===== config.mk =====
export PLATFORM = sky130hd
export DESIGN_NAME = multicycle_ctrl
export DESIGN_NICKNAME = d
export VERILOG_FILES = /design/src/rtl/multicycle_ctrl.sv
export SDC_FILE = /design/constraint.sdc
export NUM_CORES = 1
export LEC_CHECK = 0
export CELL_PAD_IN_SITES_DETAIL_PLACEMENT = 1
export CELL_PAD_IN_SITES_GLOBAL_PLACEMENT = 2
export CORE_UTILIZATION = 19
export DETAILED_ROUTE_END_ITERATION = 16
export PLACE_DENSITY_LB_ADDON = 0.1
export SETUP_SLACK_MARGIN = 0.2
export SLEW_MARGIN = 20
export SYNTH_ARGS = -nofsm -noshare
export SYNTH_HDL_FRONTEND = slang
export SYNTH_SLANG_ARGS = --single-unit

===== constraint.sdc =====
create_clock -name clk -period 2.4 [get_ports clk]
set_input_delay 0.36 -clock clk [delete_from_list [all_inputs] [get_ports clk]]
set_output_delay 0.36 -clock clk [all_outputs]
set_load 0.005 [all_outputs]

===== src/rtl/multicycle_ctrl.sv =====
// Multicycle MIPS control FSM: sequences PC, memory, register file and ALU muxes.
// Optional overflow exception path enabled by defining MULTICYCLE_CTRL_EXC_EN.
module multicycle_ctrl (
   input  logic       clk,
   input  logic       reset_n,
   input  logic [5:0] opcode,
   input  logic       zero,
   input  logic       overflow,
   input  logic       mem_ready,
   output logic       alu_src_a,
   output logic [2:0] alu_src_b,
   output logic [1:0] alu_op,
   output logic [1:0] pc_source,
   output logic       pc_write,
   output logic       iord,
   output logic       mem_read,
   output logic       mem_write,
   output logic       ir_write,
   output logic       reg_dst,
   output logic       mem_to_reg,
   output logic       reg_write,
   output logic       epc_write,
   output logic [3:0] state
);

   localparam int unsigned StateW = 4;

   localparam logic [5:0] OpRType = 6'h00;
   localparam logic [5:0] OpAddi  = 6'h08;
   localparam logic [5:0] OpLw    = 6'h23;
   localparam logic [5:0] OpSw    = 6'h2B;
   localparam logic [5:0] OpBeq   = 6'h04;
   localparam logic [5:0] OpJ     = 6'h02;

   typedef enum logic [StateW-1:0] {
      StReset   = 4'd0,
      StFetch   = 4'd1,
      StDecode  = 4'd2,
      StMemAddr = 4'd3,
      StMemRd   = 4'd4,
      StLwWb    = 4'd5,
      StMemWr   = 4'd6,
      StExecR   = 4'd7,
      StRWb     = 4'd8,
      StExecI   = 4'd9,
      StIWb     = 4'd10,
      StBranch  = 4'd11,
      StJump    = 4'd12,
      StExc     = 4'd13
   } state_t;

   state_t curState, nextState;

`ifndef MULTICYCLE_CTRL_EXC_EN
   logic unusedOverflow;
   assign unusedOverflow = overflow;
`endif

   // State register; reset forces RESET so all strobes drop immediately.
   always_ff @(posedge clk or negedge reset_n) begin
      if (!reset_n) curState <= StReset;
      else          curState <= nextState;
   end

   assign state = curState;

   // Next-state and control decode.
   always_comb begin
      nextState  = StReset;
      alu_src_a  = 1'b0;
      alu_src_b  = 3'b100;
      alu_op     = 2'b00;
      pc_source  = 2'b00;
      pc_write   = 1'b0;
      iord       = 1'b0;
      mem_read   = 1'b0;
      mem_write  = 1'b0;
      ir_write   = 1'b0;
      reg_dst    = 1'b0;
      mem_to_reg = 1'b0;
      reg_write  = 1'b0;
      epc_write  = 1'b0;

      case (curState)
         StReset: nextState = StFetch;
         StFetch: begin
            mem_read  = 1'b1;
            alu_src_b = 3'b001;
            ir_write  = mem_ready;
            pc_write  = mem_ready;
            nextState = mem_ready ? StDecode : StFetch;
         end
         StDecode: begin
            alu_src_b = 3'b011;
            case (opcode)
               OpRType:   nextState = StExecR;
               OpAddi:    nextState = StExecI;
               OpLw, OpSw: nextState = StMemAddr;
               OpBeq:     nextState = StBranch;
               OpJ:       nextState = StJump;
               default:   nextState = StFetch;
            endcase
         end
         StMemAddr: begin
            alu_src_a = 1'b1;
            alu_src_b = 3'b010;
            nextState = (opcode == OpSw) ? StMemWr : StMemRd;
         end
         StMemRd: begin
            iord      = 1'b1;
            mem_read  = 1'b1;
            nextState = mem_ready ? StLwWb : StMemRd;
         end
         StLwWb: begin
            mem_to_reg = 1'b1;
            reg_write  = 1'b1;
            nextState  = StFetch;
         end
         StMemWr: begin
            iord      = 1'b1;
            mem_write = 1'b1;
            nextState = mem_ready ? StFetch : StMemWr;
         end
         StExecR: begin
            alu_src_a = 1'b1;
            alu_src_b = 3'b000;
            alu_op    = 2'b10;
`ifdef MULTICYCLE_CTRL_EXC_EN
            nextState = overflow ? StExc : StRWb;
`else
            nextState = StRWb;
`endif
         end
         StRWb: begin
            reg_dst   = 1'b1;
            reg_write = 1'b1;
            nextState = StFetch;
         end
         StExecI: begin
            alu_src_a = 1'b1;
            alu_src_b = 3'b010;
`ifdef MULTICYCLE_CTRL_EXC_EN
            nextState = overflow ? StExc : StIWb;
`else
            nextState = StIWb;
`endif
         end
         StIWb: begin
            reg_write = 1'b1;
            nextState = StFetch;
         end
         StBranch: begin
            alu_src_a = 1'b1;
            alu_src_b = 3'b000;
            alu_op    = 2'b01;
            pc_source = 2'b01;
            pc_write  = zero;
            nextState = StFetch;
         end
         StJump: begin
            pc_source = 2'b10;
            pc_write  = 1'b1;
            nextState = StFetch;
         end
`ifdef MULTICYCLE_CTRL_EXC_EN
         // PC-4 recovers the faulting instruction address into EPC.
         StExc: begin
            alu_src_b = 3'b001;
            alu_op    = 2'b01;
            epc_write = 1'b1;
            pc_source = 2'b11;
            pc_write  = 1'b1;
            nextState = StFetch;
         end
`endif
         default: nextState = StReset;
      endcase
   end

endmodule


Yosys cells after proc, flatten, opt, wreduce, memory -nomap -nowiden
Index checks and enable logic that the tools add are counted.
{"block": "op_classes", "eq_ne": 17, "muxes": 18, "reduce_logical": 10}
{"cell": "case mux 4 bit (8 select lines)", "n": 1}
{"cell": "equality test 4 bit (second input constant)", "n": 5}
{"cell": "case mux 4 bit (5 select lines)", "n": 1}
{"cell": "equality test 4 x 3 -> 1 bit (second input constant)", "n": 4}
{"cell": "equality test 6 bit (second input constant)", "n": 2}
{"cell": "case mux 3 bit (4 select lines)", "n": 1}
{"cell": "OR reduction 2 bit", "n": 5}
{"cell": "2-to-1 mux 1 bit", "n": 9}
{"cell": "equality test 4 x 2 -> 1 bit (second input constant)", "n": 2}
{"cell": "case mux 2 bit (2 select lines)", "n": 2}
{"cell": "equality test 6 x 2 -> 1 bit (second input constant)", "n": 1}
{"cell": "equality test 6 x 3 -> 1 bit (second input constant)", "n": 1}
{"cell": "equality test 6 x 4 -> 1 bit (second input constant)", "n": 1}
{"cell": "zero test 6 bit", "n": 1}
{"cell": "OR reduction 6 bit", "n": 1}
{"cell": "equality test 4 x 1 -> 1 bit (second input constant)", "n": 1}
{"cell": "zero test 4 bit", "n": 1}
{"cell": "2-to-1 mux 2 bit", "n": 2}
{"cell": "OR reduction 4 bit", "n": 1}
{"cell": "2-to-1 mux 3 bit", "n": 1}
{"cell": "case mux 1 bit (3 select lines)", "n": 1}
{"cell": "OR reduction 3 bit", "n": 1}
{"block": "totals", "reg_bits": 4, "in_bits": 11}

Longest topological paths before layout
{"block": "depth", "word_depth": 4, "ltp_mapped": 5, "depth_no_buf": 3}

Least setup slack after synthesis
OpenSTA, ideal clock, no wires.
{"block": "synth_path", "kind": "register to output", "start": "register curState[1] (netlist: state[1])", "end": "output port pc_write", "t_arrival_ns": 1.056, "t_required_ns": 2.040, "path_slack_ns": 0.984, "stages_incl_launch_ff": 5, "path_buffers": 1, "cell_sequence": "dfrtp_1 buf_4 nor3b_1 a31oi_1 o31ai_1"}
{"block": "synth_via", "elab_chain_cells": 2}
{"item": "start, declared", "line": "52", "text": "state_t curState, nextState;"}
{"item": "start signal, assigned", "line": "61", "text": "if (!reset_n) curState <= StReset;"}
{"item": "start signal, assigned", "line": "62", "text": "else curState <= nextState;"}
{"item": "equality test 4 bit / equality test 4 x 1 -> 1 bit (equally long branches)", "line": "84", "text": "case (curState)"}
{"item": "case mux 1 bit (3 select lines) *", "line": "84"}
{"item": "end, declared", "line": "14", "text": "output logic pc_write,"}
Mark *: on every way between the ends. The rest lies on a longest branch, timed or not.

Worst setup path after layout
{"block": "layout_path", "start": "register curState[3] (netlist: state[3])", "end": "output port alu_src_b[2]"}
{"block": "layout_via", "elab_chain_cells": 3}
{"item": "equality test 4 bit, or another cell as far along", "line": "84"}
{"item": "OR reduction 2 bit (no source line)"}
{"item": "case mux 3 bit (4 select lines) *", "line": "84"}
{"item": "end, declared", "line": "11", "text": "output logic [2:0] alu_src_b,"}
Marked as above.

==> results.cfg <==
[global_routing]
grt_pass1_vias = 586
grt_overflow_total = 0
grt_max_degree = 18
antenna_found_initial = 0
grt_use_total = 0.130
grt_pass1_wl_mm = 2.71

[synth]
synthCells = 68
ys_types = 36
syn_area_um2 = 505
syn_nets = 79
synth-edff-count = 0
syn_avg_cell_area_um2 = 7.43
ys.flop_type = dfrtp_1
async_reset_ff_frac = 1.00
yosysSeqAreaShare = 0.198
ys_ff_latch = 4
synth_warnings = 0

[final_layout]
largest_reg_flops = 4
diodes = 0
fillers = 315
drive_gt1_frac = 0.150
syn_to_final_growth_pct = 71.8
mostFrequentLayoutCells = clkdlybuf4s50_1 (28), nor2_1 (9), buf_4 (7)
final_common_cell = clkdlybuf4s50_1
final_nets = 113

[routing]
post_drt_via_cell_ratio = 4.84
first_pass_iters = 4
drt_iter0_markers = 5
wirelength_mm = 1.70
vias = 629
final_antenna_net_count = 0
drc_errors = 0
avgRoutedWirePerCell_um = 13.1

[sta]
worst_slack_ns = 0.321
slew_viol_final = 0
fin_skew_ns = 0.0000433
hold_viol_final = 0
holdWs_ns = 0.333
fin_setup_tns_ns = 0
fmax_ghz = 0.481
fin_crit_sh = 0.866
finalCriticalPeriod_ns = 2.08
setup_viol = 0
rsz0062_at_grt = no

[setup_path]
cp-start-kind = flop
r2r-end = state[0]
rr_worst_depth = 3
worstReg2RegStart = state[1]
crit_type = reg2out
cp_data_arrival_time_ns = 1.72
r2r_slack_ns = 1.10
cp_max_fo = 13
cp-end-kind = output pin
required_ns = 2.04

[cts]
cts_tree = built
clk_pin_slew_worst_paths_ns = 0.03
root_buffer = clkbuf_4
cts_max_level = 1
clk_latency_ns = 0.23
clock-sinks = 4
cts_buffer_depth = 2
cts_buffers = 3
cts_hold_buf = 0

[die]
die_width_um = 53.6
initial_core_util = 0.202
core_area_mm2 = 0.00250
fp.dieH_um = 53.6
core.rowCount = 18
ios = 32
design.die.area_mm2 = 0.00287

[min_path]
worstHoldPathType = in2async

[place]
gp_congestion = 0.694
place.detailed.hpwl_mm = 1.32
place.port_buffers = 29
place_ws_ns = 0.169

[power]
power.density_mw_per_mm2 = 1010
p_leak_uw = 0.000329
irDropWorstVdd_mv = 0.424
power_uw = 879

[job]
maxCapViolations = 0

[status]
status = complete, no violations
-- metrics by stage --
step,area (um2),utilization,cells
floorplan,505,-,68
global route,868,0.347,130
global placement,818,0.327,124
detailed placement,818,0.327,124
CTS,841,0.336,127
finish,868,0.347,130
-- cell type report --
type,count,area [um2],share of cell area
clock buffers,3,22.5,0.0259
inverters,2,7.51,0.00865
multi-input cells,55,355,0.409
flip-flops and latches,4,104,0.120
well taps,30,37.5,0.0432
repair buffers,36,342,0.393
-- metal layers --
layer,share of wire,global-route usage,wire length (um)
met1,0.50,0.184,857
met2,0.47,0.202,801
met3,0.027,0.00847,46
met4,0,0.0526,0
met5,0,0,0
-- repair_timing --
action	4_1_cts	5_1_grt
hold endpoints to repair	0	0
resized for setup	2	3
setup endpoints to repair	7	8
setup buffers	0	3
-- cells in the mapped netlist, types with 2 or more instances --
library cell / count / share of area
xor2_1: 2 / 0.035
buf_4: 4 / 0.059
nand2_1: 3 / 0.022
inv_1: 2 / 0.015
nor3_1: 4 / 0.040
a21oi_1: 3 / 0.030
o31ai_1: 2 / 0.030
o21ai_0: 2 / 0.020
nor2_1: 9 / 0.067
dfrtp_1: 4 / 0.20
nand2b_1: 6 / 0.074
buf_2: 3 / 0.030
-- worst max-delay path by stage --
stage / startpoint / to / cells after the start
CTS: state[0] / mem_read / 4
finish: state[3] / alu_src_b[2] / 3
global placement: mem_ready / pc_write / 5
floorplan: state[1] / pc_write / 4
global route: state[0] / mem_read / 4
detailed placement: mem_ready / pc_write / 5
-- power by group --
| part | internal [uW] | switching, uW | leakage, uW |
|---|---|---|---|
| combinational | 373 | 245 | 0.000268 |
| sequential | 97.3 | 84.3 | 0.0000473 |
| clock | 55.6 | 23.0 | 0.0000138 |
-- worst max-delay path: stages, from the launching register on --
cell,delay [ns]
dfrtp_2,0.48
nand2b_1,0.21
maj3_1,0.36
clkdlybuf4s50_1,0.44
-- logic make-up after synthesis --
logic type | Yosys count | share of synthesized area
flip-flops | 4 | 0.198
AO/OA/AOI/OAI | 20 | 0.285
AND/OR/NAND/NOR | 29 | 0.314
adder cells (fa/ha/maj) | 1 | 0.0198
multiplexers | 1 | 0.0198
XOR/XNOR | 3 | 0.0520
other | 1 | 0.00742
buffers and inverters | 9 | 0.104
(Power assumes the default switching activity.)
